**src/rtl/consistency_monitor.sv**
```systemverilog
// Passive load-value consistency monitor. A completed load must match the loading core's own latest write,
// or a value some other core has written, or writes within TIMEOUT cycles while the load waits in a pending table.
module consistency_monitor #(
   parameter int NCORES     = 2,
   parameter int NMEMS      = 2,
   parameter int DATA_W     = 2,
   parameter int PEND_DEPTH = 4,
   parameter int TIMEOUT    = 64,
   parameter int INIT_VAL   = 0,
   parameter int KIND_W     = 2,
   parameter int TX_RD      = 1,
   parameter int TX_WR      = 2,
   localparam int AW        = (NMEMS > 1) ? $clog2(NMEMS) : 1,
   localparam int PCW       = $clog2(PEND_DEPTH + 1)
) (
   input  logic                       clk,
   input  logic                       rst,
   input  logic [NCORES-1:0]          wr_src_rdy,
   input  logic [NCORES-1:0]          wr_tgt_rdy,
   input  logic [NCORES*KIND_W-1:0]   wr_kind,
   input  logic [NCORES*AW-1:0]       wr_addr,
   input  logic [NCORES*DATA_W-1:0]   wr_data,
   input  logic [NCORES-1:0]          rd_src_rdy,
   input  logic [NCORES-1:0]          rd_tgt_rdy,
   input  logic [NCORES*KIND_W-1:0]   rd_kind,
   input  logic [NCORES*AW-1:0]       rd_addr,
   input  logic [NCORES*DATA_W-1:0]   rd_data,
   input  logic                       clr_err,
   output logic                       err_timeout,
   output logic                       err_overflow,
   output logic [NCORES-1:0]          err_core,
   output logic [AW-1:0]              err_addr,
   output logic [DATA_W-1:0]          err_val,
   output logic [PCW-1:0]             pend_cnt
);

   localparam int CIW = (NCORES > 1) ? $clog2(NCORES) : 1;
   localparam int TW  = $clog2(TIMEOUT + 1);
   localparam int NV  = 1 << DATA_W;

   logic              w_wr_ev [NCORES];
   logic [AW-1:0]     w_wr_a  [NCORES];
   logic [DATA_W-1:0] w_wr_d  [NCORES];
   logic              w_rd_ev [NCORES];
   logic [AW-1:0]     w_rd_a  [NCORES];
   logic [DATA_W-1:0] w_rd_d  [NCORES];

   logic [DATA_W-1:0] r_last_val [NCORES][NMEMS];
   logic              r_last_vld [NCORES][NMEMS];
   logic [NV-1:0]     r_wrote    [NCORES][NMEMS];

   logic [PEND_DEPTH-1:0] r_pv;
   logic [CIW-1:0]        r_pc [PEND_DEPTH];
   logic [AW-1:0]         r_pa [PEND_DEPTH];
   logic [DATA_W-1:0]     r_pd [PEND_DEPTH];
   logic [TW-1:0]         r_pt [PEND_DEPTH];

   logic [PEND_DEPTH-1:0] w_res;
   logic [PEND_DEPTH-1:0] w_exp;
   logic [PEND_DEPTH-1:0] w_alloc;
   logic [CIW-1:0]        w_ac [PEND_DEPTH];
   logic [AW-1:0]         w_aa [PEND_DEPTH];
   logic [DATA_W-1:0]     w_ad [PEND_DEPTH];

   logic [NCORES-1:0]     w_pass;
   logic [NCORES-1:0]     w_ovf;
   logic [NCORES-1:0]     w_fail_core;
   logic                  w_fail;
   logic [AW-1:0]         w_fa;
   logic [DATA_W-1:0]     w_fv;
   logic [PCW-1:0]        w_cnt_nxt;
   logic                  r_armed;

   always_comb begin
      for (int c = 0; c < NCORES; c++) begin
         w_wr_ev[c] = wr_src_rdy[c] && wr_tgt_rdy[c] &&
                      (wr_kind[c*KIND_W +: KIND_W] == KIND_W'(TX_WR));
         w_wr_a[c]  = wr_addr[c*AW +: AW];
         w_wr_d[c]  = wr_data[c*DATA_W +: DATA_W];
         w_rd_ev[c] = rd_src_rdy[c] && rd_tgt_rdy[c] &&
                      (rd_kind[c*KIND_W +: KIND_W] == KIND_W'(TX_RD));
         w_rd_a[c]  = rd_addr[c*AW +: AW];
         w_rd_d[c]  = rd_data[c*DATA_W +: DATA_W];
      end
   end

   // Immediate justification uses pre-update history; a same-cycle own write never counts.
   always_comb begin
      for (int c = 0; c < NCORES; c++) begin
         w_pass[c] = (w_rd_d[c] == DATA_W'(INIT_VAL)) ||
                     (r_last_vld[c][w_rd_a[c]] && (r_last_val[c][w_rd_a[c]] == w_rd_d[c]));
         for (int o = 0; o < NCORES; o++) begin
            if (o != c && (r_wrote[o][w_rd_a[c]][w_rd_d[c]] ||
                (w_wr_ev[o] && w_wr_a[o] == w_rd_a[c] && w_wr_d[o] == w_rd_d[c])))
               w_pass[c] = 1'b1;
         end
      end
   end

   always_comb begin
      for (int s = 0; s < PEND_DEPTH; s++) begin
         w_res[s] = 1'b0;
         for (int c = 0; c < NCORES; c++) begin
            if (r_pv[s] && w_wr_ev[c] && (r_pc[s] != CIW'(c)) &&
                w_wr_a[c] == r_pa[s] && w_wr_d[c] == r_pd[s])
               w_res[s] = 1'b1;
         end
         w_exp[s] = r_pv[s] && !w_res[s] && (r_pt[s] == TW'(1));
      end
   end

   // Slot search runs against the registered valid mask, so slots freed this cycle stay unavailable.
   always_comb begin : alloc_blk
      logic [PEND_DEPTH-1:0] taken;
      logic                  found;
      taken   = r_pv;
      found   = 1'b0;
      w_alloc = '0;
      w_ovf   = '0;
      for (int s = 0; s < PEND_DEPTH; s++) begin
         w_ac[s] = '0;
         w_aa[s] = '0;
         w_ad[s] = '0;
      end
      for (int c = 0; c < NCORES; c++) begin
         found = 1'b0;
         if (w_rd_ev[c] && !w_pass[c]) begin
            for (int s = 0; s < PEND_DEPTH; s++) begin
               if (!found && !taken[s]) begin
                  taken[s]   = 1'b1;
                  w_alloc[s] = 1'b1;
                  w_ac[s]    = CIW'(c);
                  w_aa[s]    = w_rd_a[c];
                  w_ad[s]    = w_rd_d[c];
                  found      = 1'b1;
               end
            end
            w_ovf[c] = !found;
         end
      end
   end

   always_comb begin
      w_fail      = 1'b0;
      w_fa        = '0;
      w_fv        = '0;
      w_fail_core = w_ovf;
      for (int c = 0; c < NCORES; c++) begin
         if (w_ovf[c] && !w_fail) begin
            w_fail = 1'b1;
            w_fa   = w_rd_a[c];
            w_fv   = w_rd_d[c];
         end
      end
      for (int c = 0; c < NCORES; c++) begin
         for (int s = 0; s < PEND_DEPTH; s++) begin
            if (w_exp[s] && r_pc[s] == CIW'(c) && !w_fail) begin
               w_fail = 1'b1;
               w_fa   = r_pa[s];
               w_fv   = r_pd[s];
            end
         end
      end
      for (int s = 0; s < PEND_DEPTH; s++) begin
         if (w_exp[s])
            w_fail_core[r_pc[s]] = 1'b1;
      end
   end

   always_comb begin
      w_cnt_nxt = '0;
      for (int s = 0; s < PEND_DEPTH; s++) begin
         if (w_alloc[s] || (r_pv[s] && !w_res[s] && !w_exp[s]))
            w_cnt_nxt = w_cnt_nxt + PCW'(1);
      end
   end

   always_ff @(posedge clk or negedge rst) begin
      if (!rst) begin
         for (int c = 0; c < NCORES; c++) begin
            for (int m = 0; m < NMEMS; m++) begin
               r_last_val[c][m] <= '0;
               r_last_vld[c][m] <= 1'b0;
               r_wrote[c][m]    <= '0;
            end
         end
      end else begin
         for (int c = 0; c < NCORES; c++) begin
            if (w_wr_ev[c]) begin
               r_last_val[c][w_wr_a[c]]            <= w_wr_d[c];
               r_last_vld[c][w_wr_a[c]]            <= 1'b1;
               r_wrote[c][w_wr_a[c]][w_wr_d[c]]    <= 1'b1;
            end
         end
      end
   end

   always_ff @(posedge clk or negedge rst) begin
      if (!rst) begin
         r_pv <= '0;
         for (int s = 0; s < PEND_DEPTH; s++) begin
            r_pc[s] <= '0;
            r_pa[s] <= '0;
            r_pd[s] <= '0;
            r_pt[s] <= '0;
         end
      end else begin
         for (int s = 0; s < PEND_DEPTH; s++) begin
            if (w_alloc[s]) begin
               r_pv[s] <= 1'b1;
               r_pc[s] <= w_ac[s];
               r_pa[s] <= w_aa[s];
               r_pd[s] <= w_ad[s];
               r_pt[s] <= TW'(TIMEOUT);
            end else if (w_res[s] || w_exp[s]) begin
               r_pv[s] <= 1'b0;
            end else if (r_pv[s]) begin
               r_pt[s] <= r_pt[s] - TW'(1);
            end
         end
      end
   end

   // A failure in the clearing cycle survives the clear and takes the fresh record.
   always_ff @(posedge clk or negedge rst) begin
      if (!rst) begin
         err_timeout  <= 1'b0;
         err_overflow <= 1'b0;
         err_core     <= '0;
         err_addr     <= '0;
         err_val      <= '0;
         r_armed      <= 1'b1;
         pend_cnt     <= '0;
      end else begin
         pend_cnt <= w_cnt_nxt;
         if (clr_err) begin
            err_timeout  <= |w_exp;
            err_overflow <= |w_ovf;
            err_core     <= w_fail_core;
            err_addr     <= w_fa;
            err_val      <= w_fv;
            r_armed      <= !w_fail;
         end else begin
            err_timeout  <= err_timeout | (|w_exp);
            err_overflow <= err_overflow | (|w_ovf);
            err_core     <= err_core | w_fail_core;
            if (w_fail && r_armed) begin
               err_addr <= w_fa;
               err_val  <= w_fv;
               r_armed  <= 1'b0;
            end
         end
      end
   end

endmodule

```
**config.mk**
```make
export PLATFORM = sky130hd
export DESIGN_NAME = consistency_monitor
export DESIGN_NICKNAME = d
export VERILOG_FILES = /design/src/rtl/consistency_monitor.sv
export SDC_FILE = /design/constraint.sdc
export NUM_CORES = 1
export LEC_CHECK = 0
export CAP_MARGIN = 0
export CORE_UTILIZATION = 55
export CTS_BUF_LIST = sky130_fd_sc_hd__clkbuf_16
export CTS_CLUSTER_SIZE = 12
export DETAILED_ROUTE_END_ITERATION = 7
export PLACE_DENSITY = 0.88
export SLEW_MARGIN = 20
export SYNTH_ARGS = -nofsm -noshare
export SYNTH_HDL_FRONTEND = slang
export SYNTH_SLANG_ARGS = --single-unit
```
**constraint.sdc**
```tcl
create_clock -name clk -period 4.65 [get_ports clk]
set_clock_uncertainty 0.05 [all_clocks]
set_input_delay 0.93 -clock clk [delete_from_list [all_inputs] [get_ports clk]]
set_output_delay 0.93 -clock clk [all_outputs]
set_load 0.05 [all_outputs]
```
Word-level counts from Yosys, hierarchy flattened
Cells that the tools add are included.

storage, ports and cells
  memory bits (writable) = 0
  word-level logic and storage cells = 454
  output and inout bits = 10
  latch bits = 0
  input bits = 31
  memory bits (read-only) = 0
  memories kept = 0
  flip-flop bits (word level) = 87

cells by class
  bitwise gates (word level) = 19
  reductions and logical operators = 155
  shift operators = 0
  add/sub/neg operators = 7
  equal/unequal tests = 34
  magnitude comparators = 20
  div/mod/pow operators = 0
  mux-type cells = 180
  $mul = 0

operators by type and width
  kind                 count
  $mux 1               100
  $logic_and 1x1->1    92
  $mux 7               12
  $mux 2               33
  $mux 4               14
  $logic_not 1->1      34
  $eq 7x1->1 const B   4
  $sub 7x1->7 const B  4
  $eq 2x2->1           12
  $reduce_bool 2->1    9
  $mux 8               2
  $or 8x8->8           2
  $or 2x2->2           7
  $logic_or 1x1->1     12
  $lt 2x3->1 const B   4
  $eq 1x1->1           10
  $add 3x1->3 const B  3
  $mux 3               3
  $bwmux 4             2
  $demux 4 s1          2
  $ge 2x2->1 const B   4
  $lt 1x2->1 const B   4
  $ne 2x2->1 const B   4
  $not 1->2            4
  other kinds (15)     38

Depth between registers and ports, before layout
Gate-level depths: netlist of run 1.

  depth in word-level cells = 68
  depth in mapped cells = 16
  gate-level depth less buffers = 13

Least setup slack after synthesis of run 1
No wires, ideal clock.

  kind = input to register
  start = input rd_data[2]
  end = register pend_cnt[1]
  stages = 13
  arrival time = 4.068 ns
  library setup time = 0.125 ns
  buffers on the path = 3
  setup slack = 0.407 ns
  data required time = 4.475 ns
  cells stage by stage = clkbuf_1 mux4_2 a2bb2oi_1 a311o_1 nand3b_1 clkbuf_1 a21oi_1 clkbuf_1 nor2_1 ha_1 xor2_4 ha_1 mux2_2

on the way
  word-level cells in the longest chain between the ends = 15
  elaborated cells on any way between the ends = 24
  those cells by class = add/sub (3); eq/ne (2); mux (8); reduce/logical (11)

RTL lines
  what                                                  RTL line  text
  start: declaration                                    27        input logic [NCORES*DATA_W-1:0] rd_data,
  $bmux 1 s2 (tied with other cells)                    93        if (o != c && (r_wrote[o][w_rd_a[c]][w_rd_d[c]] ||
  $mux 1 (implied by the code) (tied with other cells)  93
  $logic_or 1x1->1 (on tied branches)                   93, 90
  $mux 1 (*)                                            93
  $logic_not 1->1 (*)                                   127       if (w_rd_ev[c] && !w_pass[c]) begin
  $logic_and 1x1->1 (*)                                 127
  $mux 4 (*)                                            127
  $logic_or 1x1->1                                      173       if (w_alloc[s] || (r_pv[s] && !w_res[s] && !w_exp[s]))
  $mux 1                                                173
  $add 3x1->3                                           174       w_cnt_nxt = w_cnt_nxt + PCW'(1);
  $mux 3                                                173
  $add 3x1->3                                           174
  $mux 3                                                173
  $add 3x1->3                                           174
  $mux 3 (*)                                            173
  via w_cnt_nxt[1]                                      71        logic [PCW-1:0] w_cnt_nxt;
  end signal: assignment                                235       pend_cnt <= w_cnt_nxt;
  end: declaration                                      34        output logic [PCW-1:0] pend_cnt

The timed path passes the listed nets; every way through them passes the cells marked *. The select of a mux whose other input is x is not followed.
A chain may end at the register's enable or synchronous reset.

Final worst setup path of run 1
  start = input rd_addr[0]
  end = register pend_cnt[1]

on the way
  word-level cells in the longest chain between the ends = 27
  elaborated cells on any way between the ends = 55
  those cells by class = add/sub (3); eq/ne (2); mux (29); bitwise (1); reduce/logical (20)

RTL lines
  what                                                                 RTL line  text
  start: declaration                                                   26        input logic [NCORES*AW-1:0] rd_addr,
  $not 1->2 (implied by the code)                                      91, 93
  $mux 4 (implied by the code) or $mux 2 (tied branches) (3 in a row)  93, 91
  $bmux 1 s2 or $eq 2x2->1 (tied branches)                             93, 91
  $mux 1 (implied by the code) or $logic_and 1x1->1 (tied branches)    93, 91
  $logic_or 1x1->1 (on tied branches)                                  93, 90
  $mux 1 (*)                                                           93
  $logic_not 1->1 (*)                                                  127
  $logic_and 1x1->1 (*)                                                127
  (+10 left out)                                                       n/a
  $mux 1                                                               127
  $logic_not 1->1                                                      129       if (!found && !taken[s]) begin
  $logic_and 1x1->1                                                    129
  $mux 1                                                               129
  $mux 4 (*)                                                           127
  branches (longest 1 deep; another with $add 3x1->3)                  n/a
  $mux 3 (*)                                                           173
  via w_cnt_nxt[1]                                                     71

Mark *: on every way through the listed nets, which the timed path passes. The select of a mux whose other input is x is not followed.

==> key figures, run 1 <==
Power
  – PwrDens: 451 nW/um^2
  – Leakage: 0.00273 uW
  – Largest vdd supply drop: ~0.32 mV

Placed design
  – Port bufs: 40
  – Detail Placement HPWL: ~11 mm
  – DP Area: a little under 6000 um^2
  – GP Congestion: 0.944

GRT
  – Grt ovf: 0
  – Vias in the first global route: ~4700
  – First-pass GRT wire length: around 25 mm
  – Overall routing resource usage: between 30% and 40%
  – Pin count of the biggest net entering global routing: 84
  – Number of antenna violations at the first check in global routing: 0

Route
  – Initial drt markers: 439
  – DR pass1 iterations: 6
  – WL/cell: between 20 and 25 um
  – Residual DRC count: 0
  – Antenna viol nets, final: 0
  – Vias per cell: approximately 6.2
  – Vias after detailed routing: between 4000 and 5000
  – Routed WL: between 15 and 20 mm

Layout
  – Area of the multi-input gates: approximately 2900 um^2
  – Ant. Diodes: 0
  – Nets: 671
  – Layout cell share with drive strength beyond 1: 12.0%
  – Fill cell total of the finished layout: 750
  – Layout area overhead: 19.1%
  – Fin area: between 6000 and 7000 um^2
  – Register area: 2080 um^2

Clock network
  – Post-CTS Hold Fix Bufs: 0
  – CTS clock-pin slew for the worst setup and hold paths: 0.06 ns
  – Postcts setup bufs: 0
  – Clock Tree Buf Depth: 2
  – TritonCTS Buffers: 9
  – Later-pin clock latency in the skew report: about 0.34 ns
  – CTS H-tree lvls: 3
  – Post_cts resized: 0
  – CTS tree: yes
  – Root buffer cell: clkbuf_16
  – Clk sinks: 83

Logic synthesis
  – Largest family of logic cells by synthesized area: simple AND/OR/NAND/NOR gates
  – Yosys reg bits: 83
  – Post-synthesis xor/xnor area fraction: about a tenth
  – Top FF cell, synth: dfrtp_1
  – Post-synthesis cell count: 572
  – Post-synth top area share: roughly two fifths
  – Post-synth cell types: slightly above 70
  – Syn Nets: 614
  – Warnings, synthesis: 0
  – Area leader, netlist: dfrtp_1
  – Adder-cell share of the synthesized area: 2.81%
  – Post-Syn Area per Cell: between 9 and 10 um^2
  – Async set-reset flop share out of synthesis: between 90% and 100%
  – Mapped Area: about 5300 um^2
  – Post-synthesis mux area share: under 10%
  – Register area share after synthesis: between 30% and 40%
  – Area contributors post-synth: dfrtp_1 39%, xor2_1 5.7%, nor2_1 4.0%, xnor2_1 3.8%, nand2_1 3.1%
  – Post-synthesis compound-gate area fraction: ~17%
  – EDFF count, synth: 0
  – Simple-Gate Fraction of Synth Area: 21.9%

Flow run
  – Max-cap check violation count: 0

Min path
  – Hold crit path type: register to register

Setup path
  – Required time of the critical path: ~4.8 ns
  – Max FO, Critical Path: 6
  – Crit end category: register
  – CP Class: input port to register
  – Arr. time, crit path: 4.49 ns
  – Startpoint type of the worst setup path: input port

Floorplan
  – Die area: about 9900 um^2
  – # rows: 35
  – Die Span X: around 100 um
  – Starting Density: 56.8%
  – Die Span Y: roughly 100 um
  – IO Count: just over 40
  – Core area: around 9200 um^2

Timing
  – Fmax: between 200 and 250 MHz
  – RSZ-0062 raised after global routing: false
  – Fin Setup TNS: 0 ns
  – Final-report setup violation count: 0
  – Final min period: between 4 and 5 ns
  – Worst-margin pin slew: between 0.7 and 0.8 ns
  – Rel. slew slack: 49.4%
  – Period utilization: between 90 and 100%
  – Final Slew Violations: 0
  – Final Hold Vio Count: 0

Outcome
  – Status: finished, final reports clean
## metrics by stage
| step | utilization (%) | power, uW | std cells | setup slack, ns | hold slack, ns |
|---|---|---|---|---|---|
| after floorplan | - | 1760 | 572 | 0.407 | 0.381 |
| after global placement | 64.4 | 2010 | 747 | 0.162 | 0.398 |
| after detailed placement | 64.4 | 2070 | 747 | 0.0255 | 0.410 |
| after CTS | 67.6 | 2810 | 763 | 0.354 | 0.425 |
| after global routing | 67.7 | 2970 | 763 | 0.151 | 0.439 |
| final | 67.7 | 2820 | 763 | 0.339 | 0.424 |
## Yosys cell counts (all sizes together), types with 5 or more instances
master  instances
and3b           6
inv            35
mux2i           8
a31oi           6
nor2           56
nand2          44
a21oi          13
nand4b          7
nor3           14
nor4           14
and2            5
clkbuf         18
o22a            7
or3             6
a31o            6
nand2b          7
ha             11
xor2           35
mux2            6
buf            13
a22oi           9
nand4           7
a41o            6
nor2b           5
a211oi          7
nand3          23
xnor2          23
o21ai          23
dfrtp          82
## cell type report
type	instances	share of cell area, %
flip-flops and latches	83	33.2
well taps	129	2.58
repair buffers	77	10.9
clock inverters	7	1.20
multi-input cells	422	46.4
inverters	36	2.16
clock buffers	9	3.60
## layout by cell type, fill, tap and decap left out, drive strengths merged, types with 7 or more instances in the layout
cell	n
a211oi	7
a21oi	13
a22oi	9
buf	38
clkbuf	9
clkdlybuf4s50	39
dfrtp	82
ha	11
inv	37
mux2i	8
nand2	44
nand2b	7
nand3	23
nand4	7
nand4b	7
nor2	56
nor3	14
nor4	14
o21ai	23
o22a	7
xnor2	23
xor2	35
## worst paths after layout
| kind | cells after the start | slack (ns) | end | from |
|---|---|---|---|---|
| setup reg to reg | 12 | 1.21 | pend_cnt[1] | r_wrote[2] |
| setup / recovery | 14 | 0.34 | pend_cnt[1] | rd_addr[0] |
| max in group asynchronous | 1 | 3.44 | r_pv[2] | rst |
| min in group asynchronous | 1 | 0.59 | r_wrote[7] | rst |
| hold reg to reg | 1 | 0.42 | r_wrote[14] | r_wrote[14] |
| hold / removal | 1 | 0.42 | r_wrote[14] | r_wrote[14] |
## kinds of logic (layout without fill, tap and decap cells)
| group | Yosys count | count (layout) |
|---|---|---|
| xor+xnor | 58 | 58 |
| mux | 16 | 16 |
| compound gates | 118 | 118 |
| simple gates | 218 | 218 |
| buf+inv | 67 | 129 |
| flops | 83 | 83 |
| fa+ha+maj | 12 | 12 |
## layer usage
layer	routed length, um	vias to the layer above	global-route usage (%)
li1	-	2174	-
met1	6510	2311	46.1
met2	7100	227	51.4
met3	1220	54	4.22
met4	549	0	13.9
met5	0	-	0
## worst max-delay path, cell delays in order
cell	delay, ns
clkdlybuf4s50_1	0.50
buf_4	0.18
mux2i_1	0.28
a21oi_1	0.12
or4_1	0.48
nor2_1	0.20
xnor2_1	0.16
nor3_2	0.06
or3_1	0.41
ha_1	0.22
nor4_1	0.30
a21oi_1	0.10
ha_1	0.29
mux2_2	0.26
## power breakdown
part / internal, uW / switching (uW)
clock: 420 / 320
combinational: 405 / 494
sequential: 920 / 263
## sequential cells by signal (all words and copies together), names as in the netlist, 2 cells and up
signal	count
err_core	2
err_val	2
pend_cnt	3
r_last_val	8
r_last_vld	4
r_pa	4
r_pc	4
r_pd	8
r_pt	28
r_pv	4
r_wrote	12
Power figures use the tool's default switching activity.
==> inputs of run 2 (changes only) <==
--- a/config.mk
+++ b/config.mk
@@ -10,6 +10,8 @@
 export CTS_BUF_LIST = sky130_fd_sc_hd__clkbuf_16
 export CTS_CLUSTER_SIZE = 12
 export DETAILED_ROUTE_END_ITERATION = 7
+export HOLD_SLACK_MARGIN = 0.08
+export MAX_ROUTING_LAYER = met4
 export PLACE_DENSITY = 0.88
 export SLEW_MARGIN = 20
 export SYNTH_ARGS = -nofsm -noshare
==> key figures, run 2 (synthesis gave the netlist of run 1 again) <==
Outcome
  – Status: finished, final reports clean

Floorplan
  – Starting Density: a little under three fifths
  – Core area: slightly above 9000 um^2
  – # rows: 35
  – Die Span X: approximately 100 um
  – Die Span Y: around 100 um
  – IO Count: slightly above 40
  – Die area: between 9000 and 10000 um^2

Route
  – Residual DRC count: 0
  – Antenna viol nets, final: 0
  – Vias per cell: 6.28
  – Top layer in use: met4
  – WL/cell: around 20 um
  – Wire length on met1: between 6 and 7 mm
  – Vias after detailed routing: roughly 4800
  – DR pass1 iterations: 5
  – Routed WL: 14.9 mm
  – Met3 WL: between 1 and 1.5 mm
  – Initial drt markers: roughly 380
  – Wire length on met2: between 6 and 7 mm

Layout
  – Final core occ: just under 70%
  – Layout area overhead: 19.1%
  – Max reg flops: 28
  – Biggest regs: r_pt: 28 flops, r_wrote: 12 flops
  – Most frequent cells in the layout: 82 x dfrtp_1, 56 x nor2_1, 44 x nand2_1, 39 x clkdlybuf4s50_1, 35 x inv_1
  – Reg with most FFs: r_pt
  – Nets: approximately 670
  – Layout cell share with drive strength beyond 1: 11.7%
  – Most common cell after layout, fill and taps aside: dfrtp_1
  – Ant. Diodes: 0

Timing
  – Final min period: ~4.4 ns
  – Fin Setup TNS: 0 ns
  – RSZ-0062 raised after global routing: false
  – Fmax: ~230 MHz
  – Final Hold Vio Count: 0
  – Period utilization: 93.7%
  – Final Slew Violations: 0
  – Final-report setup violation count: 0
  – PnR worst setup slack: a little under 0.3 ns
  – Worst-margin pin slew: around 0.76 ns
  – Rel. slew slack: 49.6%

Clock network
  – TritonCTS Buffers: 9
  – CTS tree: yes
  – Clk sinks: 83
  – Postcts setup bufs: 0
  – Later-pin clock latency in the skew report: between 0.3 and 0.4 ns
  – Root buffer cell: clkbuf_16
  – CTS clock-pin slew for the worst setup and hold paths: around 0.060 ns
  – Clock Tree Buf Depth: 2
  – Post_cts resized: 0
  – CTS H-tree lvls: 3
  – Post-CTS Hold Fix Bufs: 0

Placed design
  – Port bufs: 40
  – Place WS: -0.0231 ns
  – Detail Placement HPWL: about 11 mm
  – GP Congestion: between 1 and 1.5

Setup path
  – Crit end category: register
  – Worst path bufs/invs: 2
  – CP Class: input port to register
  – Required time of the critical path: between 4 and 5 ns
  – Arr. time, crit path: 4.54 ns
  – Startpoint type of the worst setup path: input port
  – Crit-path max cell delay: 0.60 ns
  – CP Cell Sequence: clkdlybuf4s50_1, buf_12, xor2_1, nor4_1, or4_1, nor2_1, xnor2_1, nor3_2, or3_1, ha_1, nor4_1, a21oi_1, ha_1, mux2_2
  – Cell family with most CP delay: simple AND/OR/NAND/NOR gates
  – Reg2reg start: r_wrote[2]
  – Slowest library cell on the worst path: or4_1
  – Max FO, Critical Path: 10
  – Crit. Startpoint: rd_addr[0]

Power
  – Largest vdd supply drop: roughly 0.30 mV
  – Leakage: 0.00273 uW
  – PwrDens: approximately 450 nW/um^2
  – Total power: 2820 uW

GRT
  – Pin count of the biggest net entering global routing: 84
  – First-pass GRT wire length: between 20 and 25 mm
  – Vias in the first global route: roughly 4700
  – Number of antenna violations at the first check in global routing: 0
  – Grt ovf: 0
  – Overall routing resource usage: 32.8%

Flow run
  – Max-cap check violation count: 0

Min path
  – Hold crit path type: register to register
  – HP Start: r_wrote[10]
==> run 2: where the power goes <==
part           switching (uW)  total (uW)  internal [uW]
combinational             483         888            405
sequential                259        1180            920
clock                     330         750            420
==> run 2: final cells by class <==
type / instances / area (um^2)
clock buffer: 9 / 225
clock inverter: 7 / 75.1
fill: 728 / 2990
inverter: 36 / 135
multi-input combinational: 422 / 2900
sequential: 83 / 2080
tap: 129 / 161
timing repair buffer: 75 / 677
==> run 2: metrics by stage <==
step / cells / hold WS (ns) / cell area (um^2)
global placement: 745 / 0.396 / 5950
detailed placement: 745 / 0.402 / 5950
floorplan: 572 / 0.381 / 5250
finish: 761 / 0.419 / 6250
global route: 761 / 0.442 / 6250
CTS: 761 / 0.416 / 6250
==> run 2: path summary, 6_finish.rpt <==
kind	endpoint	slack, ns	cells after the start
max	pend_cnt[1]	0.29	14
max in group asynchronous	err_core[1]	3.46	1
min	r_wrote[10]	0.42	1
min reg2reg	r_wrote[10]	0.42	1
min in group asynchronous	r_last_val[7]	0.58	1
max reg2reg	pend_cnt[1]	1.17	12
==> run 2: metal layers <==
metal  track usage [%]  vias to the layer above
met1              43.1                     2335
li1                  -                     2178
met4              13.5                        0
met5                 -                        -
met2              50.7                      220
met3              5.20                       47
==> inputs of run 3 (changes only) <==
--- a/config.mk
+++ b/config.mk
@@ -7,7 +7,6 @@
 export LEC_CHECK = 0
 export CAP_MARGIN = 0
 export CORE_UTILIZATION = 55
-export CTS_BUF_LIST = sky130_fd_sc_hd__clkbuf_16
 export CTS_CLUSTER_SIZE = 12
 export DETAILED_ROUTE_END_ITERATION = 7
 export HOLD_SLACK_MARGIN = 0.08
==> key figures, run 3 (synthesis gave the netlist of run 1 again) <==
Outcome
  – Status: finished, final reports clean

Setup path
  – FF-to-FF setup slack: between 1 and 1.5 ns
  – Crit end category: register
  – Reg2reg start: r_wrote[2]
  – CP Cell Sequence: clkdlybuf4s50_1, buf_12, xor2_1, nor4_1, or4_1, nor2_1, xnor2_1, nor3_2, or3_1, ha_1, nor4_1, a21oi_1, ha_1, mux2_2
  – Crit-path max cell delay: around 0.63 ns
  – Max FO, Critical Path: 10
  – Arr. time, crit path: 4.57 ns
  – CP Class: input port to register
  – Reg-to-reg endpoint: pend_cnt[1]
  – Slowest library cell on the worst path: or4_1
  – Required time of the critical path: between 4 and 5 ns
  – Worst-case reg-to-reg path depth: 12
  – Startpoint type of the worst setup path: input port

Min path
  – HP Start: r_wrote[10]
  – Hold EP: r_wrote[10]
  – Cell count of the worst hold path: 1
  – Hold crit path type: register to register

Route
  – Initial drt markers: 370
  – Residual DRC count: 0
  – WL/cell: 19.6 um
  – Routed WL: around 15 mm
  – Vias per cell: 6.23
  – DR pass1 iterations: 5
  – Vias after detailed routing: 4741
  – Antenna viol nets, final: 0

Timing
  – RSZ-0062 raised after global routing: false
  – Worst-margin pin slew: between 0.7 and 0.8 ns
  – Final min period: about 4.4 ns
  – Final Hold Vio Count: 0
  – Period utilization: ~94%
  – Final Slew Violations: 0
  – Rel. slew slack: 49.9%
  – Fmax: approximately 230 MHz
  – Final-report setup violation count: 0

Power
  – Sw Ratio: 39.8%
  – Leakage: between 0.002 and 0.003 uW
  – Switching power: around 1100 uW
  – Logic pwr share: 33.8%
  – Int Power: between 1500 and 2000 uW
  – Largest vdd supply drop: between 0.3 and 0.4 mV
  – Sequential power share: 44.7%
  – Clock network fraction of total power: 21.5%
  – PwrDens: ~430 nW/um^2

Clock network
  – Post_cts resized: 0
  – Clk sinks: slightly above 80
  – Later-pin clock latency in the skew report: slightly below 0.4 ns
  – Clock Tree Buf Depth: 2
  – TritonCTS Buffers: 9
  – Root buffer cell: clkbuf_8
  – CTS tree: yes
  – Postcts setup bufs: 0
  – CTS H-tree lvls: 3
  – CTS clock-pin slew for the worst setup and hold paths: approximately 0.09 ns
  – Post-CTS Hold Fix Bufs: 0

Layout
  – Layout area overhead: 17.3%
  – Reg with most FFs: r_pt
  – Most common cell after layout, fill and taps aside: dfrtp_1
  – Most frequent cells in the layout: 82 x dfrtp_1, 56 x nor2_1, 44 x nand2_1, 39 x clkdlybuf4s50_1, 35 x inv_1
  – Layout cell share with drive strength beyond 1: a little under an eighth
  – Max reg flops: 28
  – Ant. Diodes: 0
  – Nets: between 600 and 700
  – Biggest regs: r_pt: 28 flops, r_wrote: 12 flops
  – Fill cell total of the finished layout: 740
  – Final core occ: approximately two thirds
  – Post-Layout Cell Count: between 700 and 800

GRT
  – Number of antenna violations at the first check in global routing: 0
  – Overall routing resource usage: between 30% and 40%
  – Pin count of the biggest net entering global routing: 84
  – First-pass GRT wire length: approximately 24 mm
  – Vias in the first global route: 4708
  – Grt ovf: 0

Floorplan
  – IO Count: 41
  – Core area: slightly above 9000 um^2
  – Die area: 9940 um^2
  – Die Span Y: about 100 um
  – Starting Density: a little under three fifths
  – Die Span X: ~100 um
  – # rows: 35

Placed design
  – GP Congestion: approximately 1.1
  – Placed insts: approximately 750
  – Detail Placement HPWL: ~11 mm
  – Port bufs: 40

Flow run
  – Max-cap check violation count: 0
## run 3: changes by cell type in the layout (fill, tap and decap cells not counted)
cell,change
clkbuf_16,-9
clkbuf_8,+10
clkinv_1,-1
## run 3: through the flow
step           TNS (ns)  instance area [um^2]  total power (uW)  hold WS, ns  setup WS (ns)
6_report              0                  6160              2640        0.421          0.289
5_1_grt               0                  6160              2790        0.449          0.151
4_1_cts               0                  6160              2640        0.422          0.335
3_5_place_dp    -0.0231                  5950              2060        0.402        -0.0231
3_3_place_gp          0                  5950              2000        0.396          0.104
2_1_floorplan         0                  5250              1760        0.381          0.407
## run 3: metal layers
layer	GRT usage, %	share of wire, %	up-vias	wire, um
met4	16.2	3.6	0	537
met2	50.4	47	184	6950
met5	-	0	-	0
li1	-	-	2178	-
met1	42.0	43	2330	6430
met3	5.20	6.7	49	991
## run 3: worst max path at each step
stage | startpoint | endpoint | slack, ns | cells past startpoint
2_1_floorplan | rd_data[2] | pend_cnt[1] | 0.41 | 13
3_3_place_gp | rd_addr[0] | pend_cnt[1] | 0.10 | 14
3_5_place_dp | rd_addr[0] | pend_cnt[1] | -0.02 | 14
4_1_cts | rd_addr[0] | pend_cnt[1] | 0.34 | 14
5_1_grt | rd_addr[0] | pend_cnt[1] | 0.15 | 14
6_report | rd_addr[0] | pend_cnt[1] | 0.29 | 14
## run 3: power groups by stage
stage	logic (uW)	registers, uW	clock network (uW)
floorplan	633	1130	0
global placement	836	1170	0
detailed placement	883	1180	0
CTS	894	1170	575
global route	988	1200	600
finish	893	1180	569
## run 3: critical path, delay by kind of cell
| family | cells | cell delay, ns |
|---|---|---|
| AND/OR/NAND/NOR | 6 | 1.71 |
| buffers and inverters | 2 | 0.73 |
| adder cells (fa/ha/maj) | 2 | 0.52 |
| XOR/XNOR | 2 | 0.32 |
| multiplexers | 1 | 0.26 |
| AO/OA/AOI/OAI | 1 | 0.10 |
## run 3: cell type report
type                    count  area, um^2  area share [%]
inverters                  36         135            2.19
well taps                 129         161            2.62
repair buffers             75         677            11.0
clock inverters             6        71.3            1.16
multi-input cells         422        2900            47.1
clock buffers              10         138            2.23
flip-flops and latches     83        2080            33.7
